File: src/rtl/attack_encoder.sv
// Per-player attack sequencer: button press -> startup -> active -> cooldown,
// producing the 32-bit attack word consumed by the opponent's damage_coprocessor.
module attack_encoder #(
  parameter int unsigned STARTUP_FRAMES = 3,
  parameter int unsigned ACTIVE_FRAMES  = 4,
  parameter int unsigned A_COOLDOWN     = 8,
  parameter int unsigned B_COOLDOWN     = 16
) (
  input  logic        clock,
  input  logic        reset,
  input  logic        frame_tick,
  input  logic        btn_a,
  input  logic        btn_b,
  input  logic        stick_up,
  input  logic        stick_down,
  input  logic        stick_left,
  input  logic        stick_right,
  input  logic        hit_detect,
  output logic [31:0] attack,
  output logic        busy
);

  localparam logic [1:0] S_IDLE     = 2'd0;
  localparam logic [1:0] S_STARTUP  = 2'd1;
  localparam logic [1:0] S_ACTIVE   = 2'd2;
  localparam logic [1:0] S_COOLDOWN = 2'd3;

  localparam logic [4:0] STARTUP_LD = 5'(STARTUP_FRAMES);
  localparam logic [4:0] ACTIVE_LD  = 5'(ACTIVE_FRAMES);
  localparam logic [4:0] A_CD_LD    = 5'(A_COOLDOWN);
  localparam logic [4:0] B_CD_LD    = 5'(B_COOLDOWN);

  // type_q[0]=A, [1]=up-B, [2]=down-B, [3]=left-B, [4]=right-B, [5]=neutral-B
  logic [1:0] state_q, state_d;
  logic [4:0] cnt_q, cnt_d;
  logic [5:0] type_q, type_d;
  logic       hit_done_q, hit_done_d;
  logic       strobe_q, strobe_d;
  logic       btn_a_prev_q, btn_a_prev_d;
  logic       btn_b_prev_q, btn_b_prev_d;

  logic       press_a;
  logic       press_b;
  logic       last_tick;
  logic [5:0] b_type;

  assign press_a   = btn_a & ~btn_a_prev_q;
  assign press_b   = btn_b & ~btn_b_prev_q;
  assign last_tick = frame_tick && (cnt_q == 5'd1);

  always_comb begin
    if (stick_up)
      b_type = 6'b000010;
    else if (stick_down)
      b_type = 6'b000100;
    else if (stick_left)
      b_type = 6'b001000;
    else if (stick_right)
      b_type = 6'b010000;
    else
      b_type = 6'b100000;
  end

  always_comb begin
    state_d      = state_q;
    cnt_d        = cnt_q;
    type_d       = type_q;
    hit_done_d   = hit_done_q;
    strobe_d     = 1'b0;
    btn_a_prev_d = btn_a;
    btn_b_prev_d = btn_b;

    case (state_q)
      S_IDLE: begin
        if (press_a) begin
          type_d  = 6'b000001;
          cnt_d   = STARTUP_LD;
          state_d = S_STARTUP;
        end else if (press_b) begin
          type_d  = b_type;
          cnt_d   = STARTUP_LD;
          state_d = S_STARTUP;
        end
      end

      S_STARTUP: begin
        if (last_tick) begin
          cnt_d      = ACTIVE_LD;
          hit_done_d = 1'b0;
          state_d    = S_ACTIVE;
        end else if (frame_tick) begin
          cnt_d = cnt_q - 5'd1;
        end
      end

      S_ACTIVE: begin
        // A hit on the final active tick still registers; the strobe then
        // lands in the first cooldown cycle while type bits are still held.
        if (hit_detect && !hit_done_q) begin
          strobe_d   = 1'b1;
          hit_done_d = 1'b1;
        end
        if (last_tick) begin
          cnt_d   = type_q[0] ? A_CD_LD : B_CD_LD;
          state_d = S_COOLDOWN;
        end else if (frame_tick) begin
          cnt_d = cnt_q - 5'd1;
        end
      end

      S_COOLDOWN: begin
        if (last_tick) begin
          cnt_d      = '0;
          type_d     = '0;
          hit_done_d = 1'b0;
          state_d    = S_IDLE;
        end else if (frame_tick) begin
          cnt_d = cnt_q - 5'd1;
        end
      end

      default: begin
        cnt_d      = '0;
        type_d     = '0;
        hit_done_d = 1'b0;
        state_d    = S_IDLE;
      end
    endcase
  end

  always_ff @(posedge clock) begin
    if (reset) begin
      state_q      <= S_IDLE;
      cnt_q        <= '0;
      type_q       <= '0;
      hit_done_q   <= 1'b0;
      strobe_q     <= 1'b0;
      // History resets high so a button held through reset needs a fresh press.
      btn_a_prev_q <= 1'b1;
      btn_b_prev_q <= 1'b1;
    end else begin
      state_q      <= state_d;
      cnt_q        <= cnt_d;
      type_q       <= type_d;
      hit_done_q   <= hit_done_d;
      strobe_q     <= strobe_d;
      btn_a_prev_q <= btn_a_prev_d;
      btn_b_prev_q <= btn_b_prev_d;
    end
  end

  assign busy   = (state_q != S_IDLE);
  assign attack = {21'b0, type_q, 2'b00, busy, (state_q == S_ACTIVE), strobe_q};

endmodule

File: config.mk
export PLATFORM = sky130hd
export DESIGN_NAME = attack_encoder
export DESIGN_NICKNAME = d
export VERILOG_FILES = /design/src/rtl/attack_encoder.sv
export SDC_FILE = /design/constraint.sdc
export NUM_CORES = 1
export LEC_CHECK = 0
export ABC_CLOCK_PERIOD_IN_PS = 5300
export CAP_MARGIN = 20
export CORE_MARGIN = 4
export CORE_UTILIZATION = 48
export DETAILED_ROUTE_END_ITERATION = 16
export PLACE_DENSITY = 0.82
export REMOVE_ABC_BUFFERS = 1
export SLEW_MARGIN = 20
export SYNTH_ARGS = -nofsm -noshare
export SYNTH_HDL_FRONTEND = slang
export SYNTH_SLANG_ARGS = --single-unit
export TNS_END_PERCENT = 1
File: constraint.sdc
create_clock -name clock -period 5.3 [get_ports clock]
set_input_delay 1.06 -clock clock [delete_from_list [all_inputs] [get_ports clock]]
set_output_delay 1.06 -clock clock [all_outputs]
set_load 0.03 [all_outputs]
==> metrics.md <==
| Metric | Value |
|---|---|
| Worst r2r src | `cnt_q[0]` |
| Hold_buf cts | `0` |
| RSZ-0062 raised after global routing | `false` |
| Worst EP required | `4240 ps` |
| Final Slew Violations | `0` |
| Post-Syn Area | `0.00121 mm2` |
| Layout cells sized above 1 | `8.75%` |
| Pre-CTS setup slack | `2480 ps` |
| Reg2reg end | `type_q[0]` |
| Setup Skew | `1.07 ps` |
| Detailed-route via count | `1003` |
| Dpl cells | `184` |
| Hold Startpoint | `type_q[3]` |
| Top Ports | `43` |
| Slack of the worst reg-to-reg path | `3020 ps` |
| DRC Markers | `0` |
| Initial antenna violation count | `0` |
| Initial core utilization | `52.6%` |
| Clock Path Buffers | `2` |
| Site row count | `17` |
| Clock tree root driver cell | `clkbuf_4` |
| Most used cell, CP | `inv_1` |
| Crit. End Element | `output port` |
| DR vias/cell | `5.34` |
| Area after DPL | `0.00130 mm2` |
| First DRT Iteration DRCs | `22` |
| First-pass GRT wire length | `4.14 mm` |
| Yosys cell types | `40` |
| Period utilization | `55.3%` |
| Cells along the critical path | `inv_1 > ha_1 > inv_1 > clkdlybuf4s50_1` |
| CTS tree | `yes` |
| Setup violations, final | `0` |
| Status | `finished clean` |
| ANT nets after route | `0` |
| Worst VDD drop | `0.227 mV` |
| Crit path kind | `reg2out` |
| N_diodes | `0` |
| Core area | `0.00230 mm2` |
| Final core occ | `57.6%` |
| Detail Placement HPWL | `1.88 mm` |
| Synth warn | `0` |
| Total leakage power | `0.520 nW` |
| Layer with the highest usage | `met2` |
| Post-layout instance area | `0.00132 mm2` |
| Worst Hold Class | `reg2reg` |
| Final hold violation count | `0` |
| WL/cell | `13.5 um` |
| Crit-path max cell delay | `680 ps` |
| Met3 Usage GRT | `3.56%` |
| Layout area overhead | `9.64%` |
| PostCTS Resize Cnt | `0` |
| Fin cells | `188` |
| Most frequent cells in the layout | `conb_1 (23), clkdlybuf4s50_1 (19), dfxtp_1 (17)` |
| Crit Path Max Fanout | `6` |
| Total power draw | `0.673 mW` |
| Met1 usage | `17.3%` |
| Final TNS setup | `0 ps` |
| Post-CTS setup buffer count | `0` |
| Detailed Routing Iterations Pass 1 | `4` |
| GR Util met2 | `27.9%` |
| Clock Pin Slew Worst Setup and Hold Paths | `110 ps` |
| Sequential element share of the synthesized area | `28.2%` |
| Arr. time, crit path | `1870 ps` |
| Hold Path End | `type_q[3]` |
| Sink Count | `17` |
| R2R depth | `5` |
| Total congestion overflow | `0` |
| Post-layout min period | `2930 ps` |
| Pwr per Cell Area | `509 mW/mm2` |
| Fillers | `217` |
| Startpoint Class | `flop` |
| Clock Latency Late Sink | `300 ps` |
| Worst setup margin | `2370 ps` |
| Register area | `340 um2` |
| RD Place Congestion | `0.826` |
| GRT Resource Usage Total | `15.8%` |
| CTS H-tree depth | `1` |
| Mapped Avg Cell Area | `8.21 um2` |
| MaxCap Viol Count | `0` |
| Vias in the first global route | `941` |
| Worst hold margin | `465 ps` |
| Area of the multi-input gates | `704 um2` |
| Worst Hold Path Cells | `2` |
| Commonest non-fill, non-tap cell in the layout | `conb_1` |
| #FFs+latches synth | `17` |
| Synth Instances | `147` |
| Die Area | `0.00338 mm2` |
| Die Width | `58.2 um` |
| CP max-delay cell | `clkdlybuf4s50_1` |
| Routed Wire Length | `2.54 mm` |
| Die height | `58.2 um` |
| Max Freq | `341 MHz` |
| Relative slew margins | `38.5%` |
| Nets | `178` |
| Num CTS Buffers | `3` |
| Largest net degree at the start of global routing | `20` |
| Slew at the pin closest to its max-slew limit | `920 ps` |
| Port Buffers | `19` |
per-layer routing:
layer / part of all wire [%] / vias to the layer above / wire length (um)
li1: - / 500 / -
met1: 42 / 456 / 1070
met2: 48 / 43 / 1230
met3: 7.8 / 4 / 199
met4: 1.7 / 0 / 43
met5: 0 / - / 0
registers in the layout, indices dropped and copies added, names as in the netlist:
signal	flops
type_q	6
state_q	2
cnt_q	5
strobe_q	1
hit_done_q	1
btn_b_prev_q	1
btn_a_prev_q	1
worst max-delay path: cells and delay by family, from the launching register on:
| family | cells | cell delay, ps |
|---|---|---|
| adder cells (fa/ha/maj) | 1 | 270 |
| buffers and inverters | 3 | 880 |
| flip-flops | 1 | 410 |
worst max-delay path by stage:
stage,startpoint,to,slack [ps],depth (start not counted)
after global routing,state_q[0],attack[2],2330,4
after global placement,frame_tick,cnt_q[4],2530,5
after CTS,state_q[0],attack[2],2390,4
after detailed placement,frame_tick,cnt_q[4],2480,5
after floorplan,state_q[0],attack[2],3190,3
final,state_q[0],attack[2],2370,4
cells in the mapped netlist:
| master | instances | area share [%] |
|---|---|---|
| nand4_1 | 4 | 2.1 |
| a311oi_1 | 1 | 0.73 |
| a31oi_1 | 1 | 0.52 |
| buf_4 | 26 | 16 |
| or3_1 | 2 | 1.0 |
| or2_2 | 2 | 1.0 |
| buf_2 | 1 | 0.41 |
| nor2_1 | 5 | 1.6 |
| o21ai_0 | 11 | 4.6 |
| o221a_2 | 1 | 0.93 |
| nand4b_1 | 1 | 0.73 |
| a2111oi_0 | 1 | 0.73 |
| nor3_1 | 4 | 1.7 |
| a32oi_1 | 1 | 0.73 |
| nor4b_2 | 1 | 1.2 |
| o41ai_2 | 1 | 1.3 |
| a21o_1 | 2 | 1.2 |
| nor4_1 | 2 | 1.0 |
| nand2_2 | 1 | 0.52 |
| clkbuf_1 | 5 | 1.6 |
| inv_1 | 7 | 2.2 |
| a21oi_1 | 10 | 4.1 |
| nor4b_1 | 2 | 1.5 |
| ha_1 | 7 | 7.3 |
| a21bo_2 | 1 | 0.83 |
| a31o_2 | 1 | 0.73 |
| nor3b_1 | 1 | 0.62 |
| conb_1 | 1 | 0.31 |
| nor2b_1 | 3 | 1.6 |
| nand2_1 | 7 | 2.2 |
| o22ai_1 | 1 | 0.52 |
| o32a_1 | 1 | 0.83 |
| and3_1 | 2 | 1.0 |
| and4bb_2 | 2 | 2.1 |
| mux2i_1 | 2 | 1.7 |
| nand2b_1 | 3 | 1.6 |
| dfxtp_1 | 17 | 28 |
| o211ai_1 | 1 | 0.62 |
| a211oi_1 | 2 | 1.2 |
| nand3_1 | 3 | 1.2 |
where the power goes:
part | internal, mW | switching (mW)
sequential | 0.157 | 0.0263
combinational | 0.155 | 0.262
clock | 0.0281 | 0.0450
kinds of logic after synthesis:
| group | after synthesis | share of synthesized area, % |
|---|---|---|
| other cells | 1 | 0.311 |
| compound gates | 36 | 19.7 |
| simple gates | 45 | 22.6 |
| buf+inv | 39 | 20.3 |
| fa+ha+maj | 7 | 7.25 |
| flops | 17 | 28.2 |
| mux | 2 | 1.66 |
area by class of cell:
cell class	instances	area share (%)
Tap cell	28	2.65
Inverter	7	1.98
Clock inverter	1	0.378
Clock buffer	3	1.70
Sequential cell	17	25.7
Multi-Input combinational cell	113	53.2
Timing Repair Buffer	19	14.4
Power figures use the tool's default switching activity.
